File: src/rtl/usb_token_rx_pkg.sv
// Shared types for the USB token receive path: PID encoding, token record,
// CRC5 constants and the token decoder state encoding.
package usb_token_rx_pkg;

   localparam logic       USB_FULL_SPEED = 1'b1;
   localparam logic [4:0] CRC5_INIT      = 5'b11111;
   localparam logic [4:0] CRC5_POLY      = 5'b00101;
   localparam logic [4:0] CRC5_RESIDUAL  = 5'b01100;

   typedef enum logic [3:0] {
      PID_RESERVED = 4'b0000,
      PID_OUT      = 4'b0001,
      PID_ACK      = 4'b0010,
      PID_DATA0    = 4'b0011,
      PID_PING     = 4'b0100,
      PID_SOF      = 4'b0101,
      PID_NYET     = 4'b0110,
      PID_DATA2    = 4'b0111,
      PID_SPLIT    = 4'b1000,
      PID_IN       = 4'b1001,
      PID_NAK      = 4'b1010,
      PID_DATA1    = 4'b1011,
      PID_PRE      = 4'b1100,
      PID_SETUP    = 4'b1101,
      PID_STALL    = 4'b1110,
      PID_MDATA    = 4'b1111
   } pid_t;

   typedef struct packed {
      pid_t       pid;
      logic [6:0] addr;
      logic [3:0] endp;
      logic [4:0] crc5;
   } token_t;

   typedef enum logic [2:0] {
      ST_IDLE = 3'd0,
      ST_PID  = 3'd1,
      ST_TOK1 = 3'd2,
      ST_TOK2 = 3'd3,
      ST_TEOP = 3'd4,
      ST_SKIP = 3'd5
   } tok_state_t;

   // Token PIDs (OUT/IN/SOF/SETUP) all end in 2'b01.
   function automatic logic pid_is_token(input logic [3:0] p);
      return (p[1:0] == 2'b01);
   endfunction

endpackage

File: src/rtl/usb_crc5.sv
// Combinational CRC5 update over one byte, bits taken LSB first (wire order).
module usb_crc5
   import usb_token_rx_pkg::*;
(
   input  logic [4:0] crc_in,
   input  logic [7:0] data,
   output logic [4:0] crc_out
);

   logic [4:0] crc_v;

   // Unrolled serial LFSR, one step per data bit.
   always_comb begin
      crc_v = crc_in;
      for (int i = 0; i < 8; i++) begin
         if (crc_v[4] ^ data[i]) begin
            crc_v = {crc_v[3:0], 1'b0} ^ CRC5_POLY;
         end else begin
            crc_v = {crc_v[3:0], 1'b0};
         end
      end
      crc_out = crc_v;
   end

endmodule

File: src/rtl/usb_token_rx.sv
// Packet-level receive stage: decodes the PID byte and, for token packets,
// assembles and checks addr/endp/crc5 before handing the token to the SIE.
module usb_token_rx
   import usb_token_rx_pkg::*;
(
   input  logic        clk,
   input  logic        rst_n,
   input  logic        rx_active,
   input  logic        rx_valid,
   input  logic [7:0]  rx_data,
   input  logic        rx_error,
   input  logic [6:0]  dev_addr,
   output pid_t        pid,
   output logic        pid_valid,
   output token_t      token,
   output logic [10:0] frame_no,
   output logic        token_done,
   output logic        pid_err,
   output logic        crc5_err
);

   tok_state_t  state_q, state_d;
   logic        rx_active_q;
   logic [7:0]  b1_q, b1_d, b2_q, b2_d;
   logic [4:0]  crc_q, crc_d, crc_next;
   logic        len_err_q, len_err_d;
   pid_t        pid_q, pid_d;
   token_t      token_q, token_d;
   logic [10:0] frame_no_q, frame_no_d;
   logic        pid_valid_q, pid_valid_d;
   logic        token_done_q, token_done_d;
   logic        pid_err_q, pid_err_d;
   logic        crc5_err_q, crc5_err_d;
   logic        rx_active_rise;

   assign rx_active_rise = rx_active & ~rx_active_q;

   usb_crc5 u_crc5 (
      .crc_in  (crc_q),
      .data    (rx_data),
      .crc_out (crc_next)
   );

   always_comb begin
      state_d      = state_q;
      b1_d         = b1_q;
      b2_d         = b2_q;
      crc_d        = crc_q;
      len_err_d    = len_err_q;
      pid_d        = pid_q;
      token_d      = token_q;
      frame_no_d   = frame_no_q;
      pid_valid_d  = 1'b0;
      token_done_d = 1'b0;
      pid_err_d    = 1'b0;
      crc5_err_d   = 1'b0;

      // A new SYNC without a preceding EOP discards whatever was in flight.
      if (state_q != ST_IDLE && rx_active_rise) begin
         state_d   = ST_PID;
         len_err_d = 1'b0;
      end else begin
         case (state_q)
            ST_IDLE: begin
               len_err_d = 1'b0;
               if (rx_active) state_d = ST_PID;
               else           state_d = ST_IDLE;
            end
            ST_PID: begin
               if (rx_error) begin
                  state_d = ST_SKIP;
               end else if (!rx_active) begin
                  state_d = ST_IDLE;
               end else if (rx_valid) begin
                  if (rx_data[7:4] != ~rx_data[3:0]) begin
                     pid_err_d = 1'b1;
                     state_d   = ST_SKIP;
                  end else if (pid_is_token(rx_data[3:0])) begin
                     pid_d   = pid_t'(rx_data[3:0]);
                     crc_d   = CRC5_INIT;
                     state_d = ST_TOK1;
                  end else begin
                     pid_d       = pid_t'(rx_data[3:0]);
                     pid_valid_d = 1'b1;
                     state_d     = ST_SKIP;
                  end
               end else begin
                  state_d = ST_PID;
               end
            end
            ST_TOK1: begin
               if (rx_error) begin
                  state_d = ST_SKIP;
               end else if (!rx_active) begin
                  crc5_err_d = 1'b1;
                  state_d    = ST_IDLE;
               end else if (rx_valid) begin
                  b1_d    = rx_data;
                  crc_d   = crc_next;
                  state_d = ST_TOK2;
               end else begin
                  state_d = ST_TOK1;
               end
            end
            ST_TOK2: begin
               if (rx_error) begin
                  state_d = ST_SKIP;
               end else if (!rx_active) begin
                  crc5_err_d = 1'b1;
                  state_d    = ST_IDLE;
               end else if (rx_valid) begin
                  b2_d    = rx_data;
                  crc_d   = crc_next;
                  state_d = ST_TEOP;
               end else begin
                  state_d = ST_TOK2;
               end
            end
            ST_TEOP: begin
               if (rx_error) begin
                  state_d = ST_SKIP;
               end else if (!rx_active) begin
                  state_d = ST_IDLE;
                  // Shadow bytes only reach the outputs once the whole packet checks out.
                  if (crc_q != CRC5_RESIDUAL) begin
                     crc5_err_d = 1'b1;
                  end else if (pid_q == PID_SOF) begin
                     frame_no_d   = {b2_q[2:0], b1_q};
                     token_done_d = 1'b1;
                  end else if (b1_q[6:0] == dev_addr) begin
                     token_d.pid  = pid_q;
                     token_d.addr = b1_q[6:0];
                     token_d.endp = {b2_q[2:0], b1_q[7]};
                     token_d.crc5 = b2_q[7:3];
                     token_done_d = 1'b1;
                  end else begin
                     token_done_d = 1'b0;
                  end
               end else if (rx_valid) begin
                  len_err_d = 1'b1;
                  state_d   = ST_SKIP;
               end else begin
                  state_d = ST_TEOP;
               end
            end
            ST_SKIP: begin
               if (rx_error) begin
                  len_err_d = 1'b0;
               end else if (!rx_active) begin
                  crc5_err_d = len_err_q;
                  len_err_d  = 1'b0;
                  state_d    = ST_IDLE;
               end else begin
                  state_d = ST_SKIP;
               end
            end
            default: begin
               state_d = ST_IDLE;
            end
         endcase
      end
   end

   always_ff @(posedge clk or negedge rst_n) begin
      if (!rst_n) begin
         state_q      <= ST_IDLE;
         rx_active_q  <= 1'b0;
         b1_q         <= 8'd0;
         b2_q         <= 8'd0;
         crc_q        <= CRC5_INIT;
         len_err_q    <= 1'b0;
         pid_q        <= PID_RESERVED;
         token_q      <= '0;
         frame_no_q   <= 11'd0;
         pid_valid_q  <= 1'b0;
         token_done_q <= 1'b0;
         pid_err_q    <= 1'b0;
         crc5_err_q   <= 1'b0;
      end else begin
         state_q      <= state_d;
         rx_active_q  <= rx_active;
         b1_q         <= b1_d;
         b2_q         <= b2_d;
         crc_q        <= crc_d;
         len_err_q    <= len_err_d;
         pid_q        <= pid_d;
         token_q      <= token_d;
         frame_no_q   <= frame_no_d;
         pid_valid_q  <= pid_valid_d;
         token_done_q <= token_done_d;
         pid_err_q    <= pid_err_d;
         crc5_err_q   <= crc5_err_d;
      end
   end

   assign pid        = pid_q;
   assign pid_valid  = pid_valid_q;
   assign token      = token_q;
   assign frame_no   = frame_no_q;
   assign token_done = token_done_q;
   assign pid_err    = pid_err_q;
   assign crc5_err   = crc5_err_q;

endmodule

File: config.mk
export PLATFORM = sky130hd
export DESIGN_NAME = usb_token_rx
export DESIGN_NICKNAME = d
export VERILOG_FILES = /design/src/rtl/usb_token_rx_pkg.sv /design/src/rtl/usb_crc5.sv /design/src/rtl/usb_token_rx.sv
export SDC_FILE = /design/constraint.sdc
export NUM_CORES = 1
export LEC_CHECK = 0
export ABC_CLOCK_PERIOD_IN_PS = 4100
export CAP_MARGIN = 20
export CORE_UTILIZATION = 30
export CTS_CLUSTER_SIZE = 25
export DETAILED_ROUTE_END_ITERATION = 8
export PLACE_DENSITY_LB_ADDON = 0.25
export SKIP_CTS_REPAIR_TIMING = 1
export SYNTH_ARGS = -nofsm -noshare
export SYNTH_HDL_FRONTEND = slang
export SYNTH_SLANG_ARGS = --single-unit
File: constraint.sdc
create_clock -name clk -period 4.1 [get_ports clk]
set_clock_uncertainty 0.05 [all_clocks]
set_input_delay 0.82 -clock clk [delete_from_list [all_inputs] [get_ports clk]]
set_output_delay 0.82 -clock clk [all_outputs]
set_load 0.01 [all_outputs]
==> results.txt <==
- The flow ran to the end, and the final reports show no timing, DRC or antenna violations.
- Mean routed wirelength per cell: 14.7 um
* Yosys warning count: 0
- Clock input transition at the sequential cells of the worst setup and hold paths: 70 ps
- In the global route stage, overall resource usage came out at 13.3%.
* Area share of the largest cell type after synthesis: 49.3%
* Effective utilization at floorplan: 31.0%
- Initial antenna violation count: 0
* Hold Path Class: primary input to asynchronous set/reset pin
- Compared with the post-synthesis result, the final layout area differs by 30.8%.
* Remaining Overflow, GRT: 0
- Max IR drop VDD: 0.000190 V
* Cts bufs inserted: 9
- Dividing the synthesized area by the synthesized cell count gives 13.2 um2.
- Synthesis inferred 65 register bits.
* RR Endpoint: token[15]
- Detailed placement ended at an HPWL of 4620 um.
- For this block, the initial DRC count from the detailed router was 41.
* Number of cells after detailed placement: 415
- After routing the design area is 3980 um2.
- Synthesis produced a netlist with a net count of 250.
- Number of cells in the finished layout apart from fillers: 431
- Number of slew-limit violations in the final report: 0
- Overall die width: 103 um
- The most common cell in the synthesized netlist is dfrtp_1.
* Post-synthesis cell area: 3040 um2
* First-pass GRT wire length: 10,200 um
- H-tree level count: 3
* CTS tree: done
- Leak: 1.76 nW
* Kind of launch point of the worst setup path: primary input
- Routability-driven placement congestion ratio: 0.816
* Insertion delay to the later sink of the worst-skew pair: 350 ps
* Number of placement rows: 36
* Boundary Pins: 59
- Data on the critical path arrives at its endpoint at 3170 ps.
- No sink is reached through more buffers than the 2 on the longest clock path.
* Slowest cell on the critical path: clkdlybuf4s50_1
- Number of synthesized flops with an enable pin: 0
* Most common flop cell mapped by yosys: dfrtp_1
- The die is 103 um tall.
* Setup repair after global routing missed its margin: no
- Number of cells on the worst reg-to-reg path: 6
- The final layout contains 313 nets.
- Peak fanout along the critical path: 11
- Count of endpoints failing hold in the final timing report: 0
- STA puts the critical path data required time at 4280 ps.
- Sequential share of the synthesized area: 53.7%
- The tree is rooted in a clkbuf_8.
* Reg-to-reg slack, setup: 1480 ps
* Shortest period the worst path allows: 2990 ps
* DRC violation count after routing: 0
* Top area cells in the synthesized netlist: dfrtp_1 (49%), mux2_2 (20%), dfstp_2 (4.3%), xnor2_1 (3.5%), xor2_1 (3.2%)
- Summing all placed instances gives a cell area of 3760 um2.
- The synthesized design spends more area on one cell type than any other, namely dfrtp_1.
* Antenna diodes: 0
- The commonest cells after synthesis are dfrtp_1 (60), mux2_2 (53), xnor2_1 (12).
- Walking the worst path, the cells encountered are clkdlybuf4s50_1, nor2_1, nand4_1, nor3b_2, buf_4, mux2_2.
- Post-route clock period utilization: 72.8%
- Number of clock sinks: 65
- Setup total negative slack on the finished layout was measured at 0 ps.
- Counting flops with an async set or reset pin after synthesis yields a share of 100%.
* Buffers added on ports: 58
- The netlist uses 44 different library cells.
- Via-per-instance ratio: 4.66
* Largest net degree at the start of global routing: 44
- CP peak stage delay: 650 ps
- Max-cap violations in this run came to 0.
- Max-slew headroom at the worst pin: 54.8%
* Core Box Area: 9820 um2
* Fraction of layout instances using a drive strength above 1: 30.5%
- Number of iterations in the first detailed-routing pass: 4
- The startpoint identified for the worst register-to-register timing path is crc_q[3].
- Aggregate routed wire length: 6340 um
* Worst Tran Pin Value: 673 ps
- After technology mapping, the gate count stands at 230.
- Crit path kind: primary input to register
- The via count of the first global-routing pass came to 1,896.
- Setup violations remaining at the end of the flow were counted as 0.
* ANT nets after route: 0
- The die covers 10,500 um2.
- Power density relative to cell area: 387 nW/um2
- The detailed router placed 2,007 vias in this run.
* CP endpoint kind: register
- Based on the critical path, the design can be clocked at up to 335 MHz.
==> stage by stage <==
stage | power, mW | hold WS [ps] | utilization [%] | setup WS, ps
6_report | 1.54 | 387 | 40.5 | 1110
3_3_place_gp | 0.946 | 433 | 38.3 | 826
3_5_place_dp | 0.948 | 442 | 38.3 | 737
4_1_cts | 1.56 | 380 | 40.5 | 1110
5_1_grt | 1.61 | 404 | 40.5 | 927
2_1_floorplan | 0.873 | 425 | - | 1770
==> layer usage <==
layer,track usage (%),wire (um),vias up
li1,-,-,943
met1,18.0,2970,994
met2,19.7,2980,60
met3,3.59,275,10
met4,5.93,114,0
met5,0,0,-
==> power by group <==
| group | switching [mW] | internal [mW] |
|---|---|---|
| clock | 0.261 | 0.344 |
| sequential | 0.0523 | 0.660 |
| combinational | 0.112 | 0.109 |
| total | 0.424 | 1.11 |
==> layout by cell type (no fill, tap or decap), types with 4 or more instances in the layout <==
| cell | synthesis | routed |
|---|---|---|
| mux2_2 | 53 | 53 |
| nand4_1 | 5 | 5 |
| clkbuf_8 | 0 | 9 |
| xnor2_1 | 12 | 12 |
| xor2_1 | 11 | 11 |
| buf_4 | 5 | 4 |
| nor2_1 | 9 | 9 |
| a21oi_1 | 10 | 10 |
| dfstp_2 | 5 | 5 |
| clkdlybuf4s50_1 | 0 | 57 |
| dfrtp_1 | 60 | 60 |
| nand2_1 | 10 | 10 |
==> final cells by class <==
| cell class | count | area (um2) |
|---|---|---|
| Fill cell | 1012 | 5840 |
| Inverter | 2 | 7.51 |
| Clock buffer | 10 | 128 |
| Tap cell | 133 | 166 |
| Timing Repair Buffer | 62 | 606 |
| Multi-Input combinational cell | 153 | 1350 |
| Clock inverter | 6 | 92.6 |
| Sequential cell | 65 | 1630 |
==> critical path: cells and delay by family <==
family        cells  cell delay [ps]
simple gates      3             1060
buf+inv           2              940
mux               1              340
==> how the worst max path moves through the flow <==
stage                     depth (start not counted)  slack, ps  startpoint         to
after floorplan                                   6       1770    rx_error    b2_q[0]
after global placement                            6        830   rx_active   token[7]
after detailed placement                          6        740   rx_active   token[7]
after CTS                                         6       1110   rx_active  token[15]
after global routing                              6        930   rx_active  token[15]
final                                             6       1110   rx_active  token[15]
==> registers in the layout (all words and copies together), names as in the netlist <==
signal       cells
token           20
frame_no        11
b1_q             8
b2_q             8
crc_q            5
pid              4
state_q          3
crc5_err         1
len_err_q        1
pid_err          1
pid_valid        1
rx_active_q      1
token_done       1
==> cells by family (layout without fill, tap and decap cells) <==
kind of cell | after synthesis | after routing | synth area share [%]
AO/OA/AOI/OAI | 21 | 21 | 4.40
AND/OR/NAND/NOR | 52 | 52 | 11.0
XOR/XNOR | 26 | 26 | 8.63
multiplexers | 54 | 54 | 20.1
flip-flops | 65 | 65 | 53.7
buffers and inverters | 12 | 80 | 2.26
Power figures use the tool's default switching activity.
